[src/rtl/regdst_hazard_ctrl.sv]
// Destination-register select plus EX/MEM/WB scoreboard for a 5-stage pipeline.
// It produces the load-use stall, the EX operand forward selects and the register-file write control.
module regdst_hazard_ctrl #(
  parameter logic [4:0] XP_REG = 5'd30,
  parameter logic [4:0] RA_REG = 5'd31
) (
  input  logic       clk,
  input  logic       rst_n,
  input  logic       id_valid,
  input  logic [4:0] id_rs,
  input  logic [4:0] id_rt,
  input  logic [4:0] id_rd,
  input  logic [1:0] id_regdst,
  input  logic       id_regwrite,
  input  logic       id_memread,
  input  logic       id_uses_rs,
  input  logic       id_uses_rt,
  input  logic       hold,
  input  logic       flush,
  output logic [4:0] id_dst,
  output logic       stall,
  output logic [1:0] fwd_a,
  output logic [1:0] fwd_b,
  output logic       wb_we,
  output logic [4:0] wb_addr
);

  typedef struct packed {
    logic       valid;
    logic [4:0] dst;
    logic       regwrite;
    logic       memread;
    logic [4:0] rs;
    logic [4:0] rt;
    logic       uses_rs;
    logic       uses_rt;
  } ex_slot_t;

  typedef struct packed {
    logic       valid;
    logic [4:0] dst;
    logic       regwrite;
    logic       memread;
  } slot_t;

  localparam logic [1:0] FWD_RF  = 2'b00;
  localparam logic [1:0] FWD_MEM = 2'b01;
  localparam logic [1:0] FWD_WB  = 2'b10;

  ex_slot_t ex_q,  ex_d;
  slot_t    mem_q, mem_d;
  slot_t    wb_q,  wb_d;

  logic mem_wr_s;
  logic wb_wr_s;
  logic ex_wr_s;
  logic unused_s;

  // A slot writes the register file only if it is live and targets a non-zero register.
  function automatic logic slot_writes(input logic valid, input logic regwrite,
                                       input logic [4:0] dst);
    return valid & regwrite & (dst != 5'd0);
  endfunction

  // MEM beats WB because it holds the younger result.
  function automatic logic [1:0] fwd_select(input logic ex_use, input logic [4:0] src,
                                            input logic mem_wr, input logic [4:0] mem_dst,
                                            input logic wb_wr, input logic [4:0] wb_dst);
    logic [1:0] sel;
    if (ex_use && mem_wr && (mem_dst == src)) begin
      sel = FWD_MEM;
    end else if (ex_use && wb_wr && (wb_dst == src)) begin
      sel = FWD_WB;
    end else begin
      sel = FWD_RF;
    end
    return sel;
  endfunction

  // Destination register decode.
  always_comb begin
    id_dst = id_rt;
    case (id_regdst)
      2'd0:    id_dst = id_rt;
      2'd1:    id_dst = id_rd;
      2'd2:    id_dst = RA_REG;
      2'd3:    id_dst = XP_REG;
      default: id_dst = id_rt;
    endcase
  end

  assign ex_wr_s  = slot_writes(ex_q.valid,  ex_q.regwrite,  ex_q.dst);
  assign mem_wr_s = slot_writes(mem_q.valid, mem_q.regwrite, mem_q.dst);
  assign wb_wr_s  = slot_writes(wb_q.valid,  wb_q.regwrite,  wb_q.dst);

  // memread only matters while an instruction sits in EX.
  assign unused_s = ^{mem_q.memread, wb_q.memread};

  // Hazard outputs, all derived from slot state so reset forces them to idle.
  always_comb begin
    stall = id_valid & ex_wr_s & ex_q.memread &
            ((id_uses_rs & (id_rs == ex_q.dst)) | (id_uses_rt & (id_rt == ex_q.dst)));
    fwd_a = fwd_select(ex_q.valid & ex_q.uses_rs, ex_q.rs,
                       mem_wr_s, mem_q.dst, wb_wr_s, wb_q.dst);
    fwd_b = fwd_select(ex_q.valid & ex_q.uses_rt, ex_q.rt,
                       mem_wr_s, mem_q.dst, wb_wr_s, wb_q.dst);
    wb_we = wb_wr_s;
    if (wb_q.valid) begin
      wb_addr = wb_q.dst;
    end else begin
      wb_addr = 5'd0;
    end
  end

  // Pipeline advance; hold freezes everything except a flush of EX.
  always_comb begin
    ex_d  = ex_q;
    mem_d = mem_q;
    wb_d  = wb_q;
    if (!hold) begin
      wb_d           = mem_q;
      mem_d.valid    = ex_q.valid;
      mem_d.dst      = ex_q.dst;
      mem_d.regwrite = ex_q.regwrite;
      mem_d.memread  = ex_q.memread;
      if (flush || stall || !id_valid) begin
        ex_d = '0;
      end else begin
        ex_d.valid    = 1'b1;
        ex_d.dst      = id_dst;
        ex_d.regwrite = id_regwrite;
        ex_d.memread  = id_memread;
        ex_d.rs       = id_rs;
        ex_d.rt       = id_rt;
        ex_d.uses_rs  = id_uses_rs;
        ex_d.uses_rt  = id_uses_rt;
      end
    end else if (flush) begin
      ex_d.valid = 1'b0;
    end else begin
      ex_d = ex_q;
    end
  end

  // Slot registers; reset discards every in-flight instruction.
  always_ff @(posedge clk or negedge rst_n) begin
    if (!rst_n) begin
      ex_q  <= '0;
      mem_q <= '0;
      wb_q  <= '0;
    end else begin
      ex_q  <= ex_d;
      mem_q <= mem_d;
      wb_q  <= wb_d;
    end
  end

  regdst_hazard_ctrl_chk u_chk (
    .clk      (clk),
    .rst_n    (rst_n),
    .id_valid (id_valid),
    .stall    (stall),
    .fwd_a    (fwd_a),
    .fwd_b    (fwd_b)
  );

endmodule

// Invariant checks on the hazard outputs.
module regdst_hazard_ctrl_chk (
  input logic       clk,
  input logic       rst_n,
  input logic       id_valid,
  input logic       stall,
  input logic [1:0] fwd_a,
  input logic [1:0] fwd_b
);

  a_fwd_a_legal: assert property (@(posedge clk) disable iff (!rst_n) fwd_a != 2'b11);
  a_fwd_b_legal: assert property (@(posedge clk) disable iff (!rst_n) fwd_b != 2'b11);
  a_stall_needs_id: assert property (@(posedge clk) disable iff (!rst_n) stall |-> id_valid);

endmodule

[config.mk]
export PLATFORM = sky130hd
export DESIGN_NAME = regdst_hazard_ctrl
export DESIGN_NICKNAME = d
export VERILOG_FILES = /design/src/rtl/regdst_hazard_ctrl.sv
export SDC_FILE = /design/constraint.sdc
export NUM_CORES = 1
export LEC_CHECK = 0
export CAP_MARGIN = 20
export CORE_AREA = 4 4 96 62
export DETAILED_ROUTE_END_ITERATION = 16
export DIE_AREA = 0 0 100 66
export GPL_ROUTABILITY_DRIVEN = 0
export PLACE_DENSITY_LB_ADDON = 0.05
export SETUP_SLACK_MARGIN = 0.1
export SLEW_MARGIN = 20
export SYNTH_ARGS = -nofsm -noshare
export SYNTH_HDL_FRONTEND = slang
export SYNTH_SLANG_ARGS = --single-unit
[constraint.sdc]
create_clock -name clk -period 3 [get_ports clk]
set_input_delay 0.3 -clock clk [delete_from_list [all_inputs] [get_ports clk]]
set_output_delay 0.3 -clock clk [all_outputs]
set_load 0.1 [all_outputs]
==> impl_metrics.json <==
{
  "diodes": 0,
  "worstReg2RegEnd": "ex_q[5]",
  "core_region_area_um2": 4980,
  "gr-total-overflow": 0,
  "drtPass1Iterations": 4,
  "synth_seq_cells": 34,
  "synth_cell_type_count": 28,
  "cp_num_buf_inv": 1,
  "clock-sinks": 34,
  "final-max-slew-violation-count": 0,
  "rows": 20,
  "p_leak_nw": 1.05,
  "holdBufCountCts": 0,
  "min_period_over_period_pct": 81.2,
  "drive_above_1_share_pct": 21.2,
  "via_per_inst": 5.42,
  "vdd_drop_max_uv": 212,
  "clk_latency_ns": 0.28,
  "syn-instance-count": 195,
  "cap_violations": 0,
  "rsz0062_at_grt": "false",
  "ff_latch_area_um2": 851,
  "port-buffer-count": 41,
  "clock-root-buffer": "clkbuf_8",
  "antenna_found_initial": 0,
  "power_mw": 1.51,
  "avgSynthCellArea_um2": 10.1,
  "dieWidth_um": 100,
  "crit_path_top_delay_cell": "or4_1",
  "yosysTopAreaCellShare_pct": 43.0,
  "r2r_start": "ex_q[15]",
  "grt_pass1_vias": 1726,
  "power.density_nw_per_um2": 578,
  "r2r_slack_ns": 1.24,
  "cts.clk_slew.worst_paths_ns": 0.07,
  "hold_viol_final": 0,
  "synth_compound_area_share_pct": 17.6,
  "cp.required_ns": 2.70,
  "grt_usage_pct": 17.5,
  "path_delay_family": "simple AND/OR/NAND/NOR gates",
  "grt_pass1_wl_mm": 9.00,
  "cpPeakStageDelay_ns": 0.51,
  "synth_common_cells": "dfrtp_1, xnor2_1, nand2_1, a32oi_1, o21ai_1",
  "synth_area_leader_cell": "dfrtp_1",
  "fin_setup_tns_ns": 0,
  "yosysMostFrequentCell": "dfrtp_1",
  "skew_ns": 0.00414,
  "fin_crit_ns": 2.43,
  "die_area_um2": 6600,
  "hpwl_mm": 3.97,
  "pin_count": 42,
  "synthTopCellsByArea": "dfrtp_1, xnor2_1, a32oi_1, mux2_2, o21ai_1",
  "critical_path_arrival_ns": 2.13,
  "cts_max_level": 2,
  "tightest_slew_ns": 0.467,
  "initial_core_util_pct": 39.7,
  "cp_max_fo": 5,
  "synth-xor-area-share_pct": 13.3,
  "synth-simple-area-share_pct": 14.0,
  "timing.fmax_mhz": 411,
  "start_kind": "register",
  "finalNetCount": 261,
  "wl_per_cell_um": 17.9,
  "drt_wl_total_mm": 5.40,
  "synth-edff-count": 0,
  "cts_tree": "built",
  "vias": 1636,
  "worstPathCellList": "or4_1, o211ai_1, nor4_4, nor2_2, buf_12",
  "drc": 0,
  "end_kind": "primary output",
  "cts_resized": 0,
  "synth_top_family_by_area": "compound AO/OA/AOI/OAI gates",
  "synthesis.area_um2": 1980,
  "syn2layout_area_growth_pct": 32.1,
  "synth-seq-area-share_pct": 43.0,
  "async_reset_ff_share_pct": 100,
  "ys_warn_count": 0,
  "antenna_left": 0,
  "fill_cells": 450,
  "crit_type": "reg2out",
  "numCtsBuffers": 5,
  "ys.flop_type": "dfrtp_1",
  "worstRegToRegCells": 5,
  "multi_input_area_um2": 1090,
  "synthAdderAreaFrac_pct": 0,
  "syn_nets": 221,
  "setup-violations-final": 0,
  "slew-limit-headroom_pct": 68.7,
  "hold_class": "in2async",
  "cts_setup_buffers": 0,
  "drt-initial-drc-count": 103,
  "fp.dieH_um": 66,
  "synthMuxAreaShare_pct": 7.97,
  "cts.path.max_buffers": 2,
  "run_status": "finished, final reports clean",
  "grt_max_degree": 41
}
## kinds of logic after synthesis
group / after synthesis
compound gates: 49
xor+xnor: 30
buf+inv: 16
flops: 34
mux: 14
simple gates: 52
## power breakdown
group / switching (mW) / total [mW] / internal, mW
combinational: 0.223 / 0.392 / 0.169
clock: 0.177 / 0.510 / 0.333
sequential: 0.0927 / 0.610 / 0.517
## placed cells by master, fill, tap and decap left out, drive strengths merged, types with 2 or more instances in the layout
cell,synthesis,layout
bufinv,0,2
inv,3,3
xor2,6,6
a211o,4,4
dfrtp,34,34
nor2b,5,5
nor4,2,2
or4,4,4
mux2,14,14
and2,5,5
a32oi,20,20
xnor2,24,24
clkbuf,6,5
nand2,22,22
buf,7,21
o21ai,21,21
o211ai,2,2
nor3,3,3
nand4,6,6
clkdlybuf4s50,0,25
## registers in the layout, summed over array words and instances (netlist names)
name	cells
wb_q	7
mem_q	7
ex_q	20
## worst reg2reg max path, delay by kind of cell, from the launching register on
kind | cells | cell delay [ns]
AND/OR/NAND/NOR | 1 | 0.56
flip-flops | 1 | 0.46
AO/OA/AOI/OAI | 3 | 0.39
buffers and inverters | 1 | 0.28
## per-stage QoR
stage	util (%)	cells	hold WS [ns]	setup WS, ns	area, um^2
2_1_floorplan	-	195	0.00441	0.281	2010
3_3_place_gp	49.7	294	0.482	0.891	2480
3_5_place_dp	49.7	294	0.488	0.862	2480
4_1_cts	52.5	302	0.427	0.551	2610
5_1_grt	52.5	302	0.454	0.468	2610
6_report	52.5	302	0.416	0.565	2610
## routing by layer
metal | track usage, % | vias up | share of wire, %
met5 | 0 | - | 0
met1 | 24.9 | 808 | 51
met4 | 4.37 | 0 | 0.35
met2 | 26.6 | 28 | 44
met3 | 4.21 | 4 | 4.5
li1 | - | 796 | -
## cell type report
class / count / share of cell area (%)
multi-input combinational: 145 / 41.6
sequential: 34 / 32.6
timing repair buffer: 46 / 17.0
tap: 66 / 3.16
clock buffer: 5 / 2.63
clock inverter: 3 / 2.63
inverter: 3 / 0.431
## worst max-delay path by stage
stage | startpoint | endpoint | slack [ns] | depth (start not counted)
detailed placement | mem_q[4] | fwd_b[1] | 0.86 | 5
CTS | mem_q[4] | fwd_b[1] | 0.55 | 5
floorplan | mem_q[3] | fwd_a[1] | 0.28 | 4
global placement | mem_q[4] | fwd_b[1] | 0.89 | 5
finish | mem_q[4] | fwd_a[1] | 0.57 | 5
global route | mem_q[3] | fwd_b[1] | 0.47 | 5
Power figures use the tool's default switching activity.
